[src/rtl/core_mem_arb_pkg.sv]
// core_mem_arb_pkg: shared state encodings and direction/boolean constants for the memory arbiter
package core_mem_arb_pkg;
    typedef enum logic {IDLE = 1'b0, BUSY = 1'b1} state_t;
    localparam logic READ  = 1'b1;
    localparam logic WRITE = 1'b0;
    localparam logic TRUE  = 1'b1;
    localparam logic FALSE = 1'b0;
endpackage

[src/rtl/arb_priority_select.sv]
// arb_priority_select: one-hot pick of the first requester at or after ptr, wrapping around
module arb_priority_select
    import core_mem_arb_pkg::*;
#(
    parameter int N  = 4,
    parameter int PW = (N > 1) ? $clog2(N) : 1
) (
    input  logic [N-1:0]  req,
    input  logic [PW-1:0] ptr,
    output logic [N-1:0]  grant
);
    logic found;
    int   idx;
    always_comb begin
        grant = '0;
        found = FALSE;
        idx   = 0;
        for (int i = 0; i < N; i++) begin
            idx = (int'(ptr) + i) % N;
            if (!found && req[idx]) begin
                grant[idx] = TRUE;
                found      = TRUE;
            end
        end
    end
endmodule

[src/rtl/multi_port_memory_arbiter.sv]
// multi_port_memory_arbiter: grants one port at a time to a shared burst memory interface.
// Define MEM_ARB_ROUND_ROBIN_EN for round-robin arbitration; fixed lowest-index priority otherwise.
module multi_port_memory_arbiter
    import core_mem_arb_pkg::*;
#(
    parameter int NUM_PORTS     = 4,
    parameter int DATA_WIDTH    = 32,
    parameter int ADDRESS_WIDTH = 21
) (
    input  logic                               i_Clk,
    input  logic                               i_Reset,
    input  logic [NUM_PORTS-1:0]               i_Port_Valid,
    input  logic [NUM_PORTS-1:0]               i_Port_Read_Write_n,
    input  logic [NUM_PORTS*ADDRESS_WIDTH-1:0] i_Port_Address,
    input  logic [NUM_PORTS*DATA_WIDTH-1:0]    i_Port_Data,
    output logic [NUM_PORTS-1:0]               o_Port_Valid,
    output logic [NUM_PORTS-1:0]               o_Port_Data_Read,
    output logic [NUM_PORTS-1:0]               o_Port_Last,
    output logic [DATA_WIDTH-1:0]              o_Port_Data,
    output logic [NUM_PORTS-1:0]               o_Grant,
    output logic                               o_MEM_Valid,
    output logic [ADDRESS_WIDTH-1:0]           o_MEM_Address,
    output logic                               o_MEM_Read_Write_n,
    output logic [DATA_WIDTH-1:0]              o_MEM_Data,
    input  logic                               i_MEM_Data_Read,
    input  logic [DATA_WIDTH-1:0]              i_MEM_Data,
    input  logic                               i_MEM_Valid,
    input  logic                               i_MEM_Last
);
    localparam int PW = (NUM_PORTS > 1) ? $clog2(NUM_PORTS) : 1;

    state_t               state;
    logic                 busy;
    logic                 start;
    logic [NUM_PORTS-1:0] win;
    logic [PW-1:0]        ptr;

    assign busy  = (state == BUSY);
    assign start = (state == IDLE) && (|i_Port_Valid);

    arb_priority_select #(.N(NUM_PORTS), .PW(PW)) u_select (
        .req   (i_Port_Valid),
        .ptr   (ptr),
        .grant (win)
    );

`ifdef MEM_ARB_ROUND_ROBIN_EN
    logic [PW-1:0] nxt;
    always_comb begin
        nxt = '0;
        for (int k = 0; k < NUM_PORTS; k++)
            if (win[k]) nxt = PW'((k + 1) % NUM_PORTS);
    end
    always_ff @(posedge i_Clk or posedge i_Reset)
        if (i_Reset) ptr <= '0;
        else if (start) ptr <= nxt;
`else
    assign ptr = '0;
`endif

    always_ff @(posedge i_Clk or posedge i_Reset) begin
        if (i_Reset) begin
            state   <= IDLE;
            o_Grant <= '0;
        end else if (start) begin
            state   <= BUSY;
            o_Grant <= win;
        end else if (busy && i_MEM_Last) begin
            state   <= IDLE;
            o_Grant <= '0;
        end
    end

    // o_Grant is zero outside BUSY, so the AND-OR mux yields zeros when idle
    always_comb begin
        o_MEM_Address = '0;
        o_MEM_Data    = '0;
        for (int k = 0; k < NUM_PORTS; k++) begin
            if (o_Grant[k]) begin
                o_MEM_Address = o_MEM_Address | i_Port_Address[k*ADDRESS_WIDTH +: ADDRESS_WIDTH];
                o_MEM_Data    = o_MEM_Data | i_Port_Data[k*DATA_WIDTH +: DATA_WIDTH];
            end
        end
    end

    assign o_MEM_Valid        = busy;
    assign o_MEM_Read_Write_n = busy ? |(o_Grant & i_Port_Read_Write_n) : READ;
    assign o_Port_Valid       = (busy && i_MEM_Valid)     ? o_Grant : '0;
    assign o_Port_Data_Read   = (busy && i_MEM_Data_Read) ? o_Grant : '0;
    assign o_Port_Last        = (busy && i_MEM_Last)      ? o_Grant : '0;
    assign o_Port_Data        = i_MEM_Data;
endmodule

[config.mk]
export PLATFORM = sky130hd
export DESIGN_NAME = multi_port_memory_arbiter
export DESIGN_NICKNAME = d
export VERILOG_FILES = /design/src/rtl/core_mem_arb_pkg.sv /design/src/rtl/arb_priority_select.sv /design/src/rtl/multi_port_memory_arbiter.sv
export SDC_FILE = /design/constraint.sdc
export NUM_CORES = 1
export LEC_CHECK = 0
export BUFFER_PORTS_ARGS = -buffer_cell sky130_fd_sc_hd__buf_4
export CAP_MARGIN = 30
export CORE_AREA = 5 5 135 137
export DETAILED_ROUTE_END_ITERATION = 10
export DIE_AREA = 0 0 140 142
export SYNTH_ARGS = -nofsm -noshare
export SYNTH_HDL_FRONTEND = slang
export SYNTH_HIERARCHICAL = 1
export SYNTH_SLANG_ARGS = --single-unit
[constraint.sdc]
create_clock -name i_Clk -period 1.4 [get_ports i_Clk]
set_input_delay 0.21 -clock i_Clk [delete_from_list [all_inputs] [get_ports i_Clk]]
set_output_delay 0.21 -clock i_Clk [all_outputs]
set_load 0.02 [all_outputs]
* Word-level counts from Yosys, hierarchy flattened *
Index checks and enable logic that the tools add are counted.

storage, ports and cells
  flip-flop bits (word level) = 5
  input port bits = 257
  output and inout port bits = 103
  logic and storage cells = 46

operators by class
  muxes and demuxes = 23
  bitwise gates (word level) = 8
  reduce and logical (&&, ||, !) cells = 13

operators by type and width
  kind                count
  32-bit two-way mux  4
  32-bit OR           3
  21-bit two-way mux  4
  21-bit OR           3
  4-bit two-way mux   6
  4-bit OR reduction  2
  1-bit logical AND   7
  1-bit two-way mux   7
  4-bit bitwise AND   1
  1-bit zero test     3
  3-bit two-way mux   1
  2-bit two-way mux   1
  2-bit nonzero test  1
  1-bit inverter      1

* Logic depth before layout (Yosys ltp) *
Gate-level depths: netlist of the first run.

  depth in word-level cells = 11
  mapped depth = 8
  mapped depth without buffers = 8

* Modules after synthesis *
The synthesis of the first run kept the hierarchy.

by module, submodules not included
  module                     times used  cells each  area an instance (µm²)  sequential area each (µm²)
  multi_port_memory_arbiter  1           254         1695.4                  125.1
  arb_priority_select        1           36          337.8                   0.0

* Least setup slack after synthesis of the first run *
Ideal clock, no wire load.

  path kind = input to register
  from = input i_Port_Valid[0]
  to = register o_Grant[3]
  library setup time = 79 ps
  arrival = 1425 ps
  data required time = 1321 ps
  path slack = -105 ps
  stages = 7
  buffers on the path = 1
  path through = mux4_2 buf_6 nor4b_4 nand2_1 o211ai_1 inv_1 mux2i_1

between the ends
  longest elaborated chain between the ends = 11
  elaborated cells on any way between the ends = 14
  classes of those cells = 5 x mux; 9 x reduce/logical

ends and longest elaborated chain
  element               line                             source
  from (decl)           multi_port_memory_arbiter.sv:12  input logic [NUM_PORTS-1:0] i_Port_Valid,
  1-bit two-way mux *   arb_priority_select.sv:20        if (!found && req[idx]) begin
  1-bit zero test       arb_priority_select.sv:20
  1-bit logical AND     arb_priority_select.sv:20
  1-bit two-way mux *   arb_priority_select.sv:20
  1-bit zero test       arb_priority_select.sv:20
  1-bit logical AND     arb_priority_select.sv:20
  1-bit two-way mux *   arb_priority_select.sv:20
  1-bit zero test *     arb_priority_select.sv:20
  1-bit logical AND *   arb_priority_select.sv:20
  4-bit two-way mux *   arb_priority_select.sv:20
  named net win[3]      multi_port_memory_arbiter.sv:35  logic [NUM_PORTS-1:0] win;
  4-bit two-way mux *   multi_port_memory_arbiter.sv:65  end else if (start) begin
  to (signal assigned)  multi_port_memory_arbiter.sv:67  o_Grant <= win;
  to (decl)             multi_port_memory_arbiter.sv:20  output logic [NUM_PORTS-1:0] o_Grant,

The timed path passes the listed nets; every way through them passes the cells marked *.
A chain may end at the register's enable or synchronous reset.

* Final worst setup path of the first run *
  from = register o_Grant[3]
  to = output o_MEM_Data[1]

between the ends
  longest elaborated chain between the ends = 1

ends and longest elaborated chain
  element             line                             source
  32-bit two-way mux  multi_port_memory_arbiter.sv:79  if (o_Grant[k]) begin
  to (decl)           multi_port_memory_arbiter.sv:24  output logic [DATA_WIDTH-1:0] o_MEM_Data,

No other way between the ends.

==> metrics.md, run 1 <==
| Metric | Value |
|---|---|
| Final wirelength | 12,760 um |
| Die width | 140 um |
| H-tree depth | 1 |
| CP startpoint | o_Grant[3] |
| Max_cap viols | 0 |
| Clk buf depth | 2 |
| Setup CP Type | register to output port |
| Top cells by area, synth | a22oi_1 39%, buf_4 14%, nand2_1 12% |
| Wire per inst | 16.15 um |
| Synth Warn # | 6 |
| Syn_area_per_cell | 7.011 um2 |
| PortBufs | 295 |
| # rows | 48 |
| Cell with the most instances after synthesis | a22oi_1 |
| Commonest cells in the netlist | 106 x a22oi_1, 64 x nand2_1, 37 x buf_4, 12 x and3_1, 11 x inv_1 |
| Max rail drop VDD | 0.5441 mV |
| Failing checks | setup timing |
| Fin crit period | 1.595 ns |
| Sequential area share after synthesis | 6.154% |
| Setup Skew | 0.003588 ns |
| Async SR Flop Fraction | 100.0% |
| Worst-path clk slew | 0.03 ns |
| RR Startpoint | o_MEM_Valid |
| Skew-Pair Late Insertion Delay | 0.23 ns |
| Footprint of the multi-input gates | 1841 um2 |
| GRT Total Usage | 11.08% |
| Worst Setup End Kind | output port |
| Core Util, Final | 29.51% |
| P_leak | 2.461 nW |
| CTS buffer count | 3 |
| Final Net Count | 829 |
| Syn Inst Count | 290 |
| Post-synth cell types | 24 |
| Area leader, netlist | a22oi_1 |
| Final setup fails | 59 |
| Ports | 360 |
| Post-DRT Antenna Nets | 0 |
| EDFF count, synth | 0 |
| Yosys reg bits | 5 |
| Worst path arrival time | 1.38 ns |
| Initial Util | 12.01% |
| F_max | 0.6272 GHz |
| Area share of the largest cell type after synthesis | 39.14% |
| Post-Syn Area | 2033 um2 |
| Via density | 4.223 |
| Unrepaired setup endpoints after global routing | yes |
| First-pass detailed-route iteration total | 4 |
| HP Start | i_MEM_Last |
| Vias in the first global route | 3,297 |
| CTS tree | yes |
| Antenna fix cells | 0 |
| Hold Slack | 0.2310 ns |
| Area Overhead vs Synth | 145.8% |
| Final WS setup | -0.1945 ns |
| First-pass GRT wire length | 17,970 um |
| Fill count | 1,854 |
| Crit start category | register |
| DRT iter0 DRCs | 153 |
| Core Footprint | 16,940 um2 |
| Largest net degree at the start of global routing | 31 |
| Die Span Y | 142 um |
| Hold Vio Cnt, Final | 0 |
| Final HPWL DP | 10,250 um |
| Synth Flop Type | dfrtp_1 |
| Congestion Overflow GR | 0 |
| Worst path required time | 1.19 ns |
| Maximum fanout along the worst path | 29 |
| Root Buffer | clkbuf_16 |
| Initial antenna violation count | 0 |
| DRC | 0 |
| Fraction of layout instances using a drive strength above 1 | 68.85% |
| Status | complete, but fails checks |
| Die Area | 19,880 um2 |
| Num Clock Sinks | 5 |
| Via count | 3,336 |
| Overall power | 4.485 mW |
| HP Class | input pin to register |
| FF/Latch Area | 131.4 um2 |
| Final GP Congestion | 0.8099 |
| Max Transition Viols Final | 0 |
| Final period util | 113.9% |
| P per Cell Area | 897.2 nW/um2 |
placed cells by master, fill, tap and decap left out, types with 2 or more instances in the layout:
| cell | synthesis | routed |
|---|---|---|
| a21oi_1 | 4 | 4 |
| mux4_2 | 2 | 3 |
| buf_4 | 37 | 267 |
| and3_1 | 12 | 10 |
| a22oi_2 | 0 | 54 |
| o211ai_1 | 4 | 4 |
| clkbuf_16 | 0 | 3 |
| a21o_2 | 4 | 4 |
| a22oi_1 | 106 | 52 |
| inv_1 | 11 | 11 |
| mux2i_1 | 5 | 5 |
| mux4_1 | 2 | 2 |
| conb_1 | 1 | 13 |
| buf_12 | 0 | 8 |
| nand2_1 | 64 | 64 |
| and3_4 | 0 | 2 |
| ha_1 | 6 | 6 |
| dfrtp_2 | 0 | 5 |
| buf_6 | 1 | 40 |
registers in the layout, indices dropped and copies added, names as in the netlist:
signal,cells
o_Grant,4
o_MEM_Valid,1
power breakdown:
group	switching [mW]	total (mW)	internal, mW
logic	1.90	3.78	1.88
registers	0.0616	0.235	0.173
clock network	0.0939	0.471	0.377
total	2.05	4.48	2.43
worst max-delay path, cell delays in order, from the launching register on:
cell     delay [ns]
dfrtp_2        0.46
buf_12         0.19
a22oi_1        0.17
nand2_1        0.14
buf_6          0.16
layer usage:
layer,GRT usage [%],vias up,share of wire [%]
met5,0,-,0
met4,1.326,0,0.86
met3,4.032,10,9.5
met2,19.98,171,52
met1,13.02,1541,38
li1,-,1614,-
cell type report:
class | instances | area share [%]
clock buffers | 4 | 1.577
flip-flops and latches | 5 | 2.628
inverters | 11 | 0.8260
well taps | 225 | 5.632
repair buffers | 316 | 52.52
multi-input cells | 229 | 36.82
worst paths after layout:
check,endpoint,slack (ns),depth (start not counted)
max,o_MEM_Data[1],-0.19,4
min,o_MEM_Valid,0.23,2
max reg2reg,o_Grant[0],0.15,3
min reg2reg,o_Grant[3],0.77,3
max in group asynchronous,o_MEM_Valid,0.72,3
min in group asynchronous,o_Grant[2],0.48,3
cell families after synthesis:
family | after synthesis | share of synthesized area, %
AO/OA/AOI/OAI | 119 | 43.82
adder cells (fa/ha/maj) | 6 | 3.692
buffers and inverters | 69 | 20.43
flip-flops | 5 | 6.154
multiplexers | 9 | 7.261
other | 1 | 0.1844
AND/OR/NAND/NOR | 81 | 18.46
repair_timing:
| item | 4_1_cts | 5_1_grt |
|---|---|---|
| pin swaps | 1 | 11 |
| hold buffers | 1 | 0 |
| setup endpoints to repair | 67 | 68 |
| hold endpoints to repair | 5 | 0 |
| setup buffers | 1 | 0 |
| cloned | 0 | 1 |
| resized for setup | 41 | 59 |
metrics by stage:
| stage | std cells | TNS (ns) | setup slack [ns] | cell area [um2] |
|---|---|---|---|---|
| CTS | 789 | -5.840 | -0.1683 | 4701 |
| detailed placement | 783 | -0.5627 | -0.1859 | 4432 |
| global route | 790 | -8.714 | -0.2107 | 4999 |
| floorplan | 302 | -0.04520 | -0.04520 | 2074 |
| global placement | 783 | -0.4656 | -0.1741 | 4432 |
| finish | 790 | -5.294 | -0.1945 | 4999 |
Power figures use the tool's default switching activity.
==> inputs of run 2 (changes only) <==
SETUP_SLACK_MARGIN = 0.05   (was not set)
==> run 2 against run 1 <==
  * The run still ends with setup timing left
  * Cell area rose by 5.2%
  * Global-route usage rose by 0.92 points
  * First-iteration DRC count fell by 7.8%
  * Cell count rose by 1.1%
  * Count of clock-buffer cells in the layout did not move
  * Maximum frequency fell by 2.2%
  * Die area did not move
  * Non-clock buffer count rose by 9
  * Via count rose by 4.2%
  * Wire length rose by 9.8%
==> metrics.md, run 2 (same netlist as run 1, synthesis figures left out) <==
| Metric | Value |
|---|---|
| Via count | 3,476 (was 3,336) |
| Sw Share | 45.17% (was 45.79%) |
| Failing checks | setup timing (unchanged) |
| Maximum fanout along the worst path | 10 (was 29) |
| Die width | 140 um (unchanged) |
| Hold Path Sink | o_MEM_Valid (unchanged) |
| Post-DRT Antenna Nets | 0 (unchanged) |
| DRC | 0 (unchanged) |
| Worst Setup End Kind | output port (unchanged) |
| Fraction of layout instances using a drive strength above 1 | 72.30% (was 68.85%) |
| Final Net Count | 838 (was 829) |
| PortBufs | 295 (unchanged) |
| Area Overhead vs Synth | 158.6% (was 145.8%) |
| Worst path arrival time | 1.42 ns (was 1.38 ns) |
| Core Footprint | 16,940 um2 (unchanged) |
| Num Clock Sinks | 5 (unchanged) |
| First-pass detailed-route iteration total | 4 (unchanged) |
| Largest net degree at the start of global routing | 37 (was 31) |
| Clock power frac | 9.8% (was 10.5%) |
| Final HPWL DP | 10,680 um (was 10,250 um) |
| Initial Util | 12.01% (unchanged) |
| Fill count | 1,825 (was 1,854) |
| Worst-path clk slew | 0.03 ns (about the same) |
| Post-Place Cells | 787 (was 783) |
| CTS tree | yes (unchanged) |
| Clk buf depth | 2 (unchanged) |
| Flip-flop count of the largest register after layout | 4 (unchanged) |
| WHS Path Cells | 2 (unchanged) |
| Skew-Pair Late Insertion Delay | 0.23 ns (about the same) |
| Hold Vio Cnt, Final | 0 (unchanged) |
| Initial antenna violation count | 0 (unchanged) |
| RR Startpoint | o_MEM_Valid (unchanged) |
| Congestion Overflow GR | 0 (unchanged) |
| Final wirelength | 14,010 um (was 12,760 um) |
| GRT Total Usage | 12.00% (was 11.08%) |
| HP Class | input pin to register (unchanged) |
| R2r setup slk | 0.26 ns (was 0.15 ns) |
| P_leak | 2.544 nW (was 2.461 nW) |
| # rows | 48 (unchanged) |
| Status | complete, but fails checks (unchanged) |
| Most common library cell in the layout ignoring fill and taps | buf_4 (unchanged) |
| Sequential share of power | 4.9% (was 5.2%) |
| CTS buffer count | 3 (unchanged) |
| Fin crit period | 1.630 ns (was 1.595 ns) |
| Psw | 2.170 mW (was 2.054 mW) |
| Ports | 360 (unchanged) |
| Most frequent cells in the layout | 257 x buf_4, 67 x a22oi_2, 63 x nand2_1 (was 267 x buf_4, 64 x nand2_1, 54 x a22oi_2) |
| Die Area | 19,880 um2 (unchanged) |
| Crit start category | register (unchanged) |
| First-pass GRT wire length | 19,350 um (was 17,970 um) |
| Max rail drop VDD | 0.3924 mV (was 0.5441 mV) |
| P per Cell Area | 913.5 nW/um2 (was 897.2 nW/um2) |
| Max Transition Viols Final | 0 (unchanged) |
| Setup CP Type | register to output port (unchanged) |
| F_max | 0.6135 GHz (was 0.6272 GHz) |
| Unrepaired setup endpoints after global routing | yes (unchanged) |
| H-tree depth | 1 (unchanged) |
| Biggest register | o_Grant (unchanged) |
| Finished Layout Cells | 799 (was 790) |
| R2R depth | 3 (unchanged) |
| Final WS setup | -0.2301 ns (was -0.1945 ns) |
| Setup TNS | -8.847 ns (was -5.294 ns) |
| Die Span Y | 142 um (unchanged) |
| Via density | 4.350 (was 4.223) |
| DRT iter0 DRCs | 141 (was 153) |
| Vias in the first global route | 3,481 (was 3,297) |
| Reg2reg end | o_Grant[1] (was o_Grant[0]) |
| Wire per inst | 17.54 um (was 16.15 um) |
| Final setup fails | 63 (was 59) |
| Root Buffer | clkbuf_16 (unchanged) |
| Internal | 2.634 mW (was 2.431 mW) |
| Comb pwr share | 85.3% (was 84.3%) |
| Setup Skew | 0.0001068 ns (was 0.003588 ns) |
| Max_cap viols | 0 (unchanged) |
| Final period util | 116.4% (was 113.9%) |
| Antenna fix cells | 0 (unchanged) |
| HP Start | i_MEM_Last (unchanged) |
| Worst path required time | 1.19 ns (about the same) |
| Final GP Congestion | 0.8948 (was 0.8099) |
## run 2: layer usage
metal  part of all wire (%)  global-route usage [%]  vias to the layer above  wire length (um)
li1                       -                       -                     1633                 -
met1                     37                   13.80                     1639              5190
met2                     51                   21.32                      176              7160
met3                    9.6                   4.133                       28              1348
met4                    2.2                   3.213                        0               313
met5                      0                       0                        -                 0
## run 2: timing repair
action | CTS | global route
buffers inserted | 1 | 3
hold buffers | 1 | 0
endpoints found under the setup margin | 67 | 68
pin swaps | 4 | 17
gates cloned | 1 | 2
hold endpoints to repair | 5 | 0
resized for setup | 100 | 30
## run 2: worst max-delay path by stage
stage / startpoint / to / slack [ns] / cells after the start
global placement: i_Port_Valid[0] / o_Grant[3] / -0.19 / 7
global route: o_Grant[3] / o_MEM_Data[27] / -0.26 / 4
floorplan: i_Port_Valid[0] / o_Grant[3] / -0.05 / 7
detailed placement: i_Port_Valid[0] / o_Grant[3] / -0.19 / 7
finish: o_Grant[0] / o_MEM_Read_Write_n / -0.23 / 4
CTS: o_Grant[0] / o_MEM_Read_Write_n / -0.21 / 4
## run 2: power by group through the flow
stage | combinational, mW | clock [mW] | sequential [mW]
finish | 4.10 | 0.472 | 0.233
floorplan | 1.79 | 0 | 0.228
CTS | 3.89 | 0.479 | 0.231
global route | 4.34 | 0.491 | 0.241
global placement | 3.38 | 0 | 0.227
detailed placement | 3.39 | 0 | 0.229
## run 2: area by class of cell
cell class,instances,area [um2],share of cell area [%]
clock buffer,4,78.83,1.499
inverter,11,41.29,0.7852
multi-input combinational,229,1927,36.64
sequential,5,130.1,2.474
tap,225,281.5,5.353
timing repair buffer,325,2800,53.25
## run 2: critical path, stage by stage, from the launching register on
cell and delay [ns]:
dfrtp_2 0.43, buf_12 0.15, a222oi_1 0.32, nand3_1 0.13, buf_6 0.15
## run 2: metrics by stage
stage / util, % / power [mW] / cell area (um2) / worst slack, ns / hold WS [ns]
after floorplan: - / 2.014 / 2087 / -0.04514 / -0.01162
after global placement: 26.49 / 3.608 / 4487 / -0.1874 / 0.1354
after detailed placement: 26.49 / 3.620 / 4487 / -0.1942 / 0.1325
after CTS: 29.79 / 4.604 / 5045 / -0.2107 / 0.2069
after global routing: 31.05 / 5.075 / 5259 / -0.2647 / 0.2222
final: 31.05 / 4.804 / 5259 / -0.2301 / 0.2070
==> inputs of run 3 (changes only) <==
RECOVER_POWER = 25   (was not set)
REMOVE_ABC_BUFFERS = 1   (was not set)
SKIP_CTS_REPAIR_TIMING = 1   (was not set)
==> run 3 against run 2 <==
  * Critical endpoint is now o_MEM_Address[5]
  * The flow still finishes with violations (setup timing)
  * Non-clock buffer count fell by 8
  * First-iteration DRC count rose by 13%
  * Clock power barely moved
  * Die area did not move
  * Critical path type unchanged
  * Core utilization fell by 2.1 points
  * Via count fell by 2.8%
  * Maximum frequency rose by 2.8%
  * Worst setup slack improved by 0.044 ns
  * Register-to-register slack improved by 0.04 ns
  * Clock skew rose by 0.0023 ns
  * Critical path depth did not move
  * Largest power group unchanged
  * Wire length rose by 2.1%
==> metrics.md, run 3 (same netlist as run 1, synthesis figures left out) <==
| Metric | Value |
|---|---|
| Status | complete, but fails checks (unchanged) |
| Failing checks | setup timing (unchanged) |
| Pre-CTS WS | -0.1984 ns (was -0.1942 ns) |
| Final wirelength | 14,300 um (was 14,010 um) |
| Comb pwr share | 84.0% (was 85.3%) |
| Busiest grt layer | met2 (unchanged) |
| GR Util met1 | 15.78% (was 13.80%) |
| HP Start | i_MEM_Last (unchanged) |
| CP cell instances | buf_12 > a22oi_1 > nand2_1 > buf_4 (was buf_12 > a222oi_1 > nand3_1 > buf_6) |
| CTS buffer count | 3 (unchanged) |
| Footprint of the multi-input gates | 1768 um2 (was 1927 um2) |
| Final Net Count | 829 (was 838) |
| Biggest register | o_Grant (unchanged) |
| Vias in the first global route | 3,501 (was 3,481) |
| Clk buf depth | 2 (unchanged) |
| Final period util | 113.3% (was 116.4%) |
| Overall power | 4.403 mW (was 4.804 mW) |
| Worst-path clk slew | 0.03 ns (about the same) |
| H-tree depth | 1 (unchanged) |
| Maximum fanout along the worst path | 19 (was 10) |
| WP buf/inv | 2 (unchanged) |
| Num Clock Sinks | 5 (unchanged) |
| Final GP Congestion | 0.8555 (was 0.8948) |
| Hold Vio Cnt, Final | 0 (unchanged) |
| Die Area | 19,880 um2 (unchanged) |
| Most frequent cells in the layout | 284 x buf_4, 66 x a22oi_1, 62 x nand2_1 (was 257 x buf_4, 67 x a22oi_2, 63 x nand2_1) |
| M2 GR Usage | 20.21% (was 21.32%) |
| Post-Place Cells | 783 (was 787) |
| Initial antenna violation count | 0 (unchanged) |
| Max_cap viols | 0 (unchanged) |
| First-pass GRT wire length | 20,150 um (was 19,350 um) |
| Fill count | 1,820 (was 1,825) |
| Internal | 2.361 mW (was 2.634 mW) |
| RR Startpoint | o_MEM_Valid (unchanged) |
| Flip-flop count of the largest register after layout | 4 (unchanged) |
| Post-DRT Antenna Nets | 0 (unchanged) |
| Max rail drop VDD | 0.4578 mV (was 0.3924 mV) |
| Largest net degree at the start of global routing | 39 (was 37) |
| GR Util met3 | 6.216% (was 4.133%) |
| Fin crit period | 1.586 ns (was 1.630 ns) |
| R2r setup slk | 0.30 ns (was 0.26 ns) |
| Clock power frac | 10.7% (was 9.8%) |
| P per Cell Area | 899.4 nW/um2 (was 913.5 nW/um2) |
| FF/Latch Area | 131.4 um2 (was 130.1 um2) |
| P_leak | 2.446 nW (was 2.544 nW) |
| F_max | 0.6304 GHz (was 0.6135 GHz) |
| Crit start category | register (unchanged) |
| DRT iter0 DRCs | 160 (was 141) |
| Antenna fix cells | 0 (unchanged) |
| Max Transition Viols Final | 0 (unchanged) |
| Final WS setup | -0.1863 ns (was -0.2301 ns) |
| Setup CP Type | register to output port (unchanged) |
| Area Overhead vs Synth | 140.8% (was 158.6%) |
| Worst Setup End Kind | output port (unchanged) |
| Psw | 2.043 mW (was 2.170 mW) |
| Root Buffer | clkbuf_16 (unchanged) |
| Setup Skew | 0.002437 ns (was 0.0001068 ns) |
| HP Class | input pin to register (unchanged) |
| Worst path arrival time | 1.38 ns (was 1.42 ns) |
| WHS Path Cells | 2 (unchanged) |
| CTS tree | yes (unchanged) |
| # rows | 48 (unchanged) |
| Largest delay contributor family on the critical path | flip-flops (unchanged) |
| Final setup fails | 56 (was 63) |
| Ports | 360 (unchanged) |
| Die Span Y | 142 um (unchanged) |
| Final HPWL DP | 11,780 um (was 10,680 um) |
| Hold Slack | 0.2342 ns (was 0.2070 ns) |
| Most common library cell in the layout ignoring fill and taps | buf_4 (unchanged) |
| Sw Share | 46.39% (was 45.17%) |
| R2R depth | 2 (was 3) |
| Sequential share of power | 5.3% (was 4.9%) |
| Wire per inst | 18.11 um (was 17.54 um) |
| Initial Util | 12.01% (unchanged) |
| Setup TNS | -5.332 ns (was -8.847 ns) |
| Finished Layout Cells | 790 (was 799) |
| Critical path's largest stage delay | 0.46 ns (was 0.43 ns) |
| Fraction of layout instances using a drive strength above 1 | 67.61% (was 72.30%) |
| Reg2reg end | o_Grant[1] (unchanged) |
| DRC | 0 (unchanged) |
| Via density | 4.275 (was 4.350) |
| Skew-Pair Late Insertion Delay | 0.23 ns (about the same) |
| Worst path required time | 1.19 ns (about the same) |
| Core Footprint | 16,940 um2 (unchanged) |
| Hold Path Sink | o_MEM_Valid (unchanged) |
| Unrepaired setup endpoints after global routing | yes (unchanged) |
| First-pass detailed-route iteration total | 5 (was 4) |
| PortBufs | 295 (unchanged) |
| Congestion Overflow GR | 0 (unchanged) |
| GRT Total Usage | 12.65% (was 12.00%) |
| Via count | 3,377 (was 3,476) |
| Die width | 140 um (unchanged) |
| CP max stage cell | dfrtp_2 (unchanged) |
## run 3: worst register-to-register path, delay by kind of cell (launching register included)
family	cells	cell delay, ns
DFF	1	0.51
and+or+nand+nor	1	0.30
muxes	1	0.21
## run 3: per-stage QoR
| stage | instance area (um2) | utilization [%] |
|---|---|---|
| floorplan | 1704 | - |
| global route | 4896 | 28.91 |
| finish | 4896 | 28.91 |
| detailed placement | 4461 | 26.34 |
| CTS | 4539 | 26.80 |
| global placement | 4461 | 26.34 |
## run 3: layout make-up
| type | instances | share of cell area (%) |
|---|---|---|
| Tap cell | 225 | 5.750 |
| Timing Repair Buffer | 317 | 53.00 |
| Sequential cell | 5 | 2.683 |
| Inverter | 11 | 0.8433 |
| Clock buffer | 4 | 1.610 |
| Multi-Input combinational cell | 228 | 36.11 |
## run 3: power by group through the flow
stage / Combinational, mW / Sequential (mW) / Clock [mW]
finish: 3.70 / 0.232 / 0.472
global route: 3.94 / 0.239 / 0.484
CTS: 3.40 / 0.232 / 0.474
detailed placement: 3.39 / 0.235 / 0
global placement: 3.39 / 0.233 / 0
floorplan: 1.33 / 0.433 / 0
## run 3: worst max path at each step
stage                     from                  to  slack (ns)  depth (start not counted)
2_1_floorplan       o_Grant[0]  o_MEM_Read_Write_n       -0.59                          2
3_3_place_gp   i_Port_Valid[0]          o_Grant[2]       -0.20                          8
3_5_place_dp   i_Port_Valid[0]          o_Grant[2]       -0.20                          8
4_1_cts             o_Grant[3]   o_MEM_Address[12]       -0.19                          4
5_1_grt             o_Grant[0]  o_MEM_Read_Write_n       -0.23                          3
6_report            o_Grant[3]    o_MEM_Address[5]       -0.19                          4
## run 3: routing by layer
metal | vias to the layer above | wire length (um)
li1 | 1606 | -
met1 | 1540 | 5525
met2 | 219 | 6852
met3 | 12 | 1779
met4 | 0 | 146
met5 | - | 0
